==> config.mk <==
export PLATFORM = sky130hd
export DESIGN_NAME = rr_lock_arbiter
export DESIGN_NICKNAME = d
export VERILOG_FILES = /design/src/rtl/rr_arb_pkg.sv /design/src/rtl/skid_buffer2.sv /design/src/rtl/rr_lock_arbiter.sv
export SDC_FILE = /design/constraint.sdc
export NUM_CORES = 1
export LEC_CHECK = 0
export CAP_MARGIN = 30
export CELL_PAD_IN_SITES_DETAIL_PLACEMENT = 1
export CELL_PAD_IN_SITES_GLOBAL_PLACEMENT = 1
export CORE_UTILIZATION = 38
export DETAILED_ROUTE_END_ITERATION = 10
export PLACE_DENSITY_LB_ADDON = 0.1
export SLEW_MARGIN = 20
export SYNTH_ARGS = -nofsm -noshare
export SYNTH_HDL_FRONTEND = slang
export SYNTH_SLANG_ARGS = --single-unit
export TNS_END_PERCENT = 50
==> constraint.sdc <==
create_clock -name clk -period 5.8 [get_ports clk]
set_input_delay 0.58 -clock clk [delete_from_list [all_inputs] [get_ports clk]]
set_output_delay 0.58 -clock clk [all_outputs]
set_load 0.05 [all_outputs]
==> src/rtl/rr_arb_pkg.sv <==
// Shared helpers for the round-robin lock arbiter.
//   clog2   : ceiling log2, usable in parameter expressions
//   calc_cw : chosen-index width, never less than 1 bit
// The skid entry {bits, last, chosen} is declared in the arbiter itself.
// Its widths follow the instance parameters, and a package typedef
// cannot be parameterised.
package rr_arb_pkg;

    function automatic int clog2(input int value);
        int result = 0;
        for (int v = value - 1; v > 0; v = v >> 1) result++;
        return result;
    endfunction

    function automatic int calc_cw(input int n);
        return (clog2(n) < 1) ? 1 : clog2(n);
    endfunction

endpackage

==> src/rtl/skid_buffer2.sv <==
// Two-entry registered FIFO stage. Data comes out of flops only, so the
// consumer ready never reaches back into the producer side combinationally.
// Ports:
//   clk, reset_n        : clock, async active-low reset
//   in_valid, in_data   : push side (push is ignored while full)
//   full                : both entries occupied
//   out_valid, out_data : head entry
//   out_ready           : pops the head
module skid_buffer2 #(
    parameter int DW = 8
) (
    input  logic          clk,
    input  logic          reset_n,
    input  logic          in_valid,
    input  logic [DW-1:0] in_data,
    output logic          full,
    output logic          out_valid,
    input  logic          out_ready,
    output logic [DW-1:0] out_data
);

    logic [DW-1:0] head_q;
    logic [DW-1:0] tail_q;
    logic [1:0]    count_q;
    logic          push;
    logic          pop;

    assign full      = (count_q == 2'd2);
    assign out_valid = (count_q != 2'd0);
    assign out_data  = head_q;
    assign push      = in_valid & ~full;
    assign pop       = out_valid & out_ready;

    always_ff @(posedge clk or negedge reset_n) begin
        if (!reset_n) begin
            head_q  <= '0;
            tail_q  <= '0;
            count_q <= 2'd0;
        end else begin
            case (count_q)
                2'd0: begin
                    if (push) begin
                        head_q  <= in_data;
                        count_q <= 2'd1;
                    end
                end
                2'd1: begin
                    if (push && pop) begin
                        head_q <= in_data;
                    end else if (push) begin
                        tail_q  <= in_data;
                        count_q <= 2'd2;
                    end else if (pop) begin
                        count_q <= 2'd0;
                    end
                end
                2'd2: begin
                    if (pop) begin
                        head_q  <= tail_q;
                        count_q <= 2'd1;
                    end
                end
                default: count_q <= 2'd0;
            endcase
        end
    end

endmodule

==> src/rtl/rr_lock_arbiter.sv <==
// Round-robin arbiter merging N producer channels onto one consumer.
// Multi-beat bursts can hold the grant, and a registered 2-entry output
// stage sits between the arbiter and the consumer.
//
//   state    | meaning
//   ---------+------------------------------------------------------------
//   unlocked | round-robin among valid channels, starting after ptr
//   locked   | only lock_ch may be granted (entered on a last=0 beat)
//
// Ports:
//   clk, reset_n                  : clock, async active-low reset
//   io_in_valid/ready/bits/last   : N producer channels, bits packed i*W
//   io_out_valid/ready/bits/last  : consumer port (registered outputs)
//   io_chosen                     : source channel of the head beat
module rr_lock_arbiter
    import rr_arb_pkg::*;
#(
    parameter int N       = 4,
    parameter int W       = 8,
    parameter bit LOCK_EN = 1'b1,
    localparam int CW     = calc_cw(N)
) (
    input  logic           clk,
    input  logic           reset_n,
    input  logic [N-1:0]   io_in_valid,
    output logic [N-1:0]   io_in_ready,
    input  logic [N*W-1:0] io_in_bits,
    input  logic [N-1:0]   io_in_last,
    input  logic           io_out_ready,
    output logic           io_out_valid,
    output logic [W-1:0]   io_out_bits,
    output logic           io_out_last,
    output logic [CW-1:0]  io_chosen
);

    typedef struct packed {
        logic [W-1:0]  bits;
        logic          last;
        logic [CW-1:0] chosen;
    } skid_entry_t;

    logic [CW-1:0] ptr;
    logic          lock;
    logic [CW-1:0] lock_ch;
    logic          full;
    logic          grant_vld;
    logic [CW-1:0] grant_idx;
    logic          hi_found;
    logic [CW-1:0] hi_idx;
    logic          lo_found;
    logic [CW-1:0] lo_idx;
    logic          lock_valid;
    logic          accept;
    skid_entry_t   push_entry;
    skid_entry_t   head_entry;

    // Both scans run from the top down, so the last hit is the lowest index.
    always_comb begin
        hi_found   = 1'b0;
        hi_idx     = '0;
        lo_found   = 1'b0;
        lo_idx     = '0;
        lock_valid = 1'b0;
        for (int i = N - 1; i >= 0; i--) begin
            if (io_in_valid[i]) begin
                lo_found = 1'b1;
                lo_idx   = CW'(i);
                if (i > int'(ptr)) begin
                    hi_found = 1'b1;
                    hi_idx   = CW'(i);
                end
            end
            if (CW'(i) == lock_ch) lock_valid = io_in_valid[i];
        end
    end

    // An idle lock owner still blocks everyone else.
    always_comb begin
        grant_vld = 1'b0;
        grant_idx = '0;
        if (lock) begin
            grant_vld = lock_valid;
            grant_idx = lock_ch;
        end else if (hi_found) begin
            grant_vld = 1'b1;
            grant_idx = hi_idx;
        end else begin
            grant_vld = lo_found;
            grant_idx = lo_idx;
        end
    end

    always_comb begin
        io_in_ready = '0;
        push_entry  = '0;
        for (int i = 0; i < N; i++) begin
            if (grant_idx == CW'(i)) begin
                io_in_ready[i]  = grant_vld & ~full;
                push_entry.bits = io_in_bits[i*W +: W];
                push_entry.last = io_in_last[i];
            end
        end
        push_entry.chosen = grant_idx;
    end

    // grant_vld already implies the granted channel is valid.
    assign accept = grant_vld & ~full;

    always_ff @(posedge clk or negedge reset_n) begin
        if (!reset_n) begin
            ptr     <= '0;
            lock    <= 1'b0;
            lock_ch <= '0;
        end else if (accept) begin
            if (push_entry.last || !LOCK_EN) begin
                ptr  <= grant_idx;
                lock <= 1'b0;
            end else begin
                lock    <= 1'b1;
                lock_ch <= grant_idx;
            end
        end
    end

    skid_buffer2 #(
        .DW ($bits(skid_entry_t))
    ) u_skid (
        .clk       (clk),
        .reset_n   (reset_n),
        .in_valid  (accept),
        .in_data   (push_entry),
        .full      (full),
        .out_valid (io_out_valid),
        .out_ready (io_out_ready),
        .out_data  (head_entry)
    );

    assign io_out_bits = head_entry.bits;
    assign io_out_last = head_entry.last;
    assign io_chosen   = head_entry.chosen;

endmodule
=== Word-level counts from Yosys, hierarchy flattened ===
Cells that the tools add are included.

* $lt $le $gt $ge: 3
* Equal/unequal tests: 13
* Mux-type cells: 47
* Bitwise operators: 6
* Reductions and logical operators: 11

{| class="wikitable"
|+ Operators by type and width
! cell !! number
|-
| 2-to-1 mux 9 bit || 4
|-
| 2-to-1 mux 2 bit || 17
|-
| 2-to-1 mux 11 bit || 3
|-
| case mux 11 bit (3 select lines) || 1
|-
| 2-to-1 mux 1 bit || 21
|-
| AND reduction 4 bit || 2
|-
| equality test 2 bit, second input constant || 3
|-
| zero test 2 bit || 3
|-
| case mux 2 bit (3 select lines) || 1
|-
| equality test 2 x 1 -> 1 bit, second input constant || 2
|-
| equality test 2 bit, first input constant || 2
|-
| > comparator 2 bit, first input constant || 2
|-
| != test 2 x 1 -> 1 bit, second input constant || 2
|-
| != test 2 bit, second input constant || 2
|-
| AND reduction 2 bit || 2
|-
| bitwise AND 1 bit || 3
|-
| != test 3 x 1 -> 1 bit, second input constant || 1
|-
| NOT 1 bit || 3
|-
| AND reduction 3 bit || 1
|-
| nonzero test 3 bit || 1
|-
| equality test 1 x 2 -> 1 bit, first input constant || 1
|-
| > comparator 1 x 2 -> 1 bit, first input constant || 1
|-
| nonzero test 2 bit || 1
|-
| logical AND 1 bit || 1
|}

* Flip-flop bits (word level): 29
* Output and inout bits: 16
* Logic and storage cells: 86

=== Depth between registers and ports, before layout ===
* Word-level depth: 16
* Mapped depth: 8
* Mapped depth without buffers: 6

=== By module ===
A second synthesis with hierarchy kept.

* Cell total of the unflattened synthesis: 131
* Area total of the unflattened synthesis: 1,783.0 um2

{| class="wikitable"
|+ Modules (own cells, without submodules)
! module !! times used !! cells an instance !! area each (um2) !! sequential area each (um2)
|-
| skid_buffer2 || 1 || 73 || 1,163.6 || 600.6
|-
| rr_lock_arbiter || 1 || 58 || 619.3 || 125.1
|}

=== Worst setup path after synthesis ===
OpenSTA, ideal clock, no wires.

* Path type: input to output
* Start: input io_in_valid[0]
* End: output io_in_ready[0]
* Arrival: 2.737 ns
* Required time: 5.220 ns
* Slack: 2.483 ns
* Stages on the path: 7
* Path buffers: 2
* Cell sequence: inv_1 > a21o_1 > a311oi_1 > or2_1 > buf_4 > buf_4 > nor3b_1

* Longest elaborated chain between the ends: 5
* Elaborated cells between the ends (all ways): 10
* Those cells by class: mux (8); bitwise (1); reduce/logical (1)

{| class="wikitable"
|+ Ends and longest elaborated chain
! element !! line !! source
|-
| start: declaration || rr_lock_arbiter.sv:25 || <nowiki>input logic [N-1:0] io_in_valid,</nowiki>
|-
| 2-to-1 mux 1 bit / 2-to-1 mux 2 bit (equally long branches) || rr_lock_arbiter.sv:65 || <nowiki>if (io_in_valid[i]) begin</nowiki>
|-
| 2-to-1 mux 1 bit / 2-to-1 mux 2 bit (equally long branches) || rr_lock_arbiter.sv:84 || <nowiki>end else if (hi_found) begin</nowiki>
|-
| 2-to-1 mux 1 bit / 2-to-1 mux 2 bit (equally long branches) || rr_lock_arbiter.sv:81 || <nowiki>if (lock) begin</nowiki>
|-
| bitwise AND 1 bit / zero test 2 bit (equally long branches) || rr_lock_arbiter.sv:98, rr_lock_arbiter.sv:97 ||
|-
| 2-to-1 mux 1 bit * || rr_lock_arbiter.sv:97 || <nowiki>if (grant_idx == CW'(i)) begin</nowiki>
|-
| end: declaration || rr_lock_arbiter.sv:26 || <nowiki>output logic [N-1:0] io_in_ready,</nowiki>
|}

Mark *: on every way between the ends. The rest lies on a longest branch, timed or not.

=== Worst setup path after layout ===
Ends and elaborated chain as after synthesis.

==> flow_metrics.py <==
metrics = {
    "cts": {
        "hold_buffers": 0,
        "cts_tree": "built",
        "h-tree-depth": 2,
        "clk_pin_slew_ns": 0.06,
        "clock_path_buffers": 2,
        "cts_buffers": 5,
        "clock-sinks": 29,
        "ctsResizeCount": 0,
        "cts-root-buf": "clkbuf_8",
        "post_cts_buffers": 0,
        "clk_latency_ns": 0.27,
    },
    "synth": {
        "yosys-mux-area-fraction": 0.270,
        "synthesis.nets": 208,
        "synth_top_family_by_area": "multiplexers",
        "syn-cell-area_sq_um": 1810,
        "syn_avg_cell_area_sq_um": 11.0,
        "synth_common_cells": "dfrtp_1 (29), mux2i_1 (29), nand2_1 (17)",
        "seq_area_frac_synth": 0.400,
        "synth_enable_flop_cells": 0,
        "synth-seq-cells": 29,
        "synth_top_area_cell": "dfrtp_1",
        "synthCells": 165,
        "synth_cell_types": 37,
        "synth-simple-area-share": 0.137,
        "postSynth.asyncResetShare": 1.00,
        "synth_adder_area_share": 0,
        "yosys_warnings": 0,
        "synth-compound-area-share": 0.140,
        "synth_xor_area_frac": 0.00483,
        "synthTopCellsByArea": "dfrtp_1 (40%), mux2i_1 (16%), mux2_1 (5.6%), a221o_1 (5.0%), nand2_1 (3.5%)",
        "yosys.area.top_type_share": 0.400,
        "synth_ff_type": "dfrtp_1",
    },
    "layout": {
        "fillCellCount": 471,
        "antenna_cells": 0,
        "regArea_sq_um": 726,
        "layout-drive-gt1-share": 0.106,
        "syn_to_final_growth_pct": 39.4,
        "multi_input_area_sq_um": 1000,
        "post-route-util": 0.565,
        "nets": 268,
    },
    "floorplan": {
        "fp.dieW_um": 71.1,
        "row_count": 24,
        "coreArea_sq_um": 4470,
        "die_area_sq_um": 5050,
        "die_h_um": 71.1,
        "start_util": 0.405,
        "pin_count": 59,
    },
    "global_routing": {
        "global_route.usage.met3": 0.0442,
        "gr-usage-all-layers": 0.193,
        "grt_max_degree": 30,
        "busiest_layer": "met2",
        "gr-total-overflow": 0,
        "grt_pass1_vias": 1602,
        "use_met2": 0.317,
        "grt_pass1_wl_um": 7720,
        "antenna_found_initial": 0,
        "met1_usage": 0.260,
    },
    "power_and_ir_drop": {
        "pwr-share-comb": 0.626,
        "seqPwrFrac": 0.240,
        "switchingPower_mw": 0.732,
        "peakVddDrop_v": 0.000323,
        "p_sw_frac": 0.458,
        "p_total_mw": 1.60,
        "intPower_mw": 0.868,
        "cellPowerDensity_nw_per_um2": 633,
        "clkPwrFrac": 0.135,
        "power_leakage_nw": 1.05,
    },
    "sta": {
        "min_period_over_period": 0.723,
        "tightest_slew_ns": 0.866,
        "period_needed_ns": 4.19,
        "max_slew_margin": 0.423,
        "whs_ns": 0.479,
        "hold_violations": 0,
        "fin_skew_ns": 0.00609,
        "max_freq_mhz": 238,
        "slew_viol_final": 0,
        "rsz0062_at_grt": "false",
        "setup_viol": 0,
        "fin_tns_setup_ns": 0,
    },
    "worst_setup_path": {
        "worstSetupPathType": "in -> out",
        "end_kind": "primary output",
        "critPathSlowestCell": "clkdlybuf4s50_1",
        "crit_buf_inv": 3,
        "critPathMaxStageDelay_ns": 0.83,
        "start_kind": "primary input",
        "cp_top_family": "buffers and inverters",
        "crit_arrival_ns": 3.61,
        "critPathMaxFanout": 19,
        "crit_chain": "clkdlybuf4s50_1 > inv_1 > a21o_1 > a311oi_1 > or2_1 > nor3b_1 > clkdlybuf4s50_1",
        "crit_top_cell": "clkdlybuf4s50_1",
        "required_ns": 5.22,
    },
    "place": {
        "place_congestion": 0.757,
        "io_buffers": 58,
        "dp_hpwl_um": 3430,
    },
    "route": {
        "dr.pass1.iters": 7,
        "dr_total_vias": 1504,
        "antenna_left": 0,
        "first_iter_violations": 54,
        "drcViolationCount": 6,
        "wl_per_cell_um": 16.6,
        "viasPerCell": 5.41,
        "wirelength_um": 4600,
    },
    "run": {
        "maxCapViolCount": 0,
    },
    "status": {
        "status": "complete, but fails checks",
        "violations": "design-rule violations",
    },
    "min_path": {
        "hold_class": "reg -> reg",
    },
}
cells by family (layout without fill, tap and decap cells):
| logic type | after synthesis | count (layout) |
|---|---|---|
| AOI/OAI and AO/OA | 30 | 30 |
| xor gates and xnor gates | 1 | 1 |
| buffers and inverters | 12 | 73 |
| DFF | 29 | 29 |
| muxes | 44 | 44 |
| and+or+nand+nor | 49 | 49 |
per-layer routing:
layer	share of wire	wire length, um
met1	0.45	2050
met2	0.47	2160
met3	0.073	336
met4	0.012	53
met5	0	0
final timing paths:
| check | start | to | slack (ns) | cells after the start |
|---|---|---|---|---|
| max in group asynchronous | reset_n | u_skid.out_data[7]$_DFFE_PN0P_ | 4.83 | 2 |
| setup reg to reg | ptr[0]$_DFFE_PN0P_ | u_skid.out_data[4]$_DFFE_PN0P_ | 3.24 | 6 |
| hold reg to reg | u_skid.tail_q[0]$_DFFE_PN0P_ | u_skid.tail_q[0]$_DFFE_PN0P_ | 0.48 | 2 |
| hold / removal | u_skid.tail_q[0]$_DFFE_PN0P_ | u_skid.tail_q[0]$_DFFE_PN0P_ | 0.48 | 2 |
| min in group asynchronous | reset_n | u_skid.tail_q[1]$_DFFE_PN0P_ | 0.69 | 2 |
| setup / recovery | io_in_valid[0] | io_in_ready[0] | 1.61 | 7 |
cell type report:
| class | count | area share |
|---|---|---|
| Tap cell | 52 | 0.0257 |
| Timing Repair Buffer | 62 | 0.241 |
| Clock inverter | 1 | 0.0119 |
| Inverter | 3 | 0.00445 |
| Multi-Input combinational cell | 124 | 0.396 |
| Sequential cell | 29 | 0.287 |
| Clock buffer | 7 | 0.0341 |
placed cells by master, fill, tap and decap left out, drive strengths merged, types with 2 or more instances in the layout:
cell / n
inv: 3
mux2i: 30
o21ai: 11
nor3: 2
mux2: 13
o2bb2ai: 2
nand3: 2
or2: 2
clkdlybuf4s50: 58
dfrtp: 29
a221o: 9
clkbuf: 7
a21oi: 4
buf: 4
nor3b: 3
nor2: 14
nor2b: 4
nand2: 17
nand2b: 3
sequential cells by signal, summed over array words and instances (netlist names):
register and cells:
lock_ch 2, lock 1, u_skid.tail_q 11, u_skid.out_data 11
u_skid.count_q 2, ptr 2
metrics by stage:
stage	setup slack [ns]	cell area, sq um	instances
after floorplan	2.48	1810	165
after detailed placement	1.62	2410	269
after global routing	1.40	2530	278
after CTS	1.60	2520	277
final	1.61	2530	278
after global placement	1.69	2400	268
power groups by stage:
stage / clock, mW / sequential, mW / combinational [mW]
after floorplan: 0 / 0.498 / 0.649
after global placement: 0 / 0.378 / 0.971
after detailed placement: 0 / 0.386 / 1.00
after CTS: 0.220 / 0.385 / 1.01
after global routing: 0.231 / 0.398 / 1.08
final: 0.215 / 0.384 / 1.00
worst register-to-register path, cell delays in order, from the launching register on:
cell,delay [ns]
dfrtp_1,0.47
nor2b_1,0.16
o21ai_0,0.08
a311oi_1,0.40
or2_1,0.74
mux2i_1,0.23
a221o_1,0.35
Power figures use the tool's default switching activity.
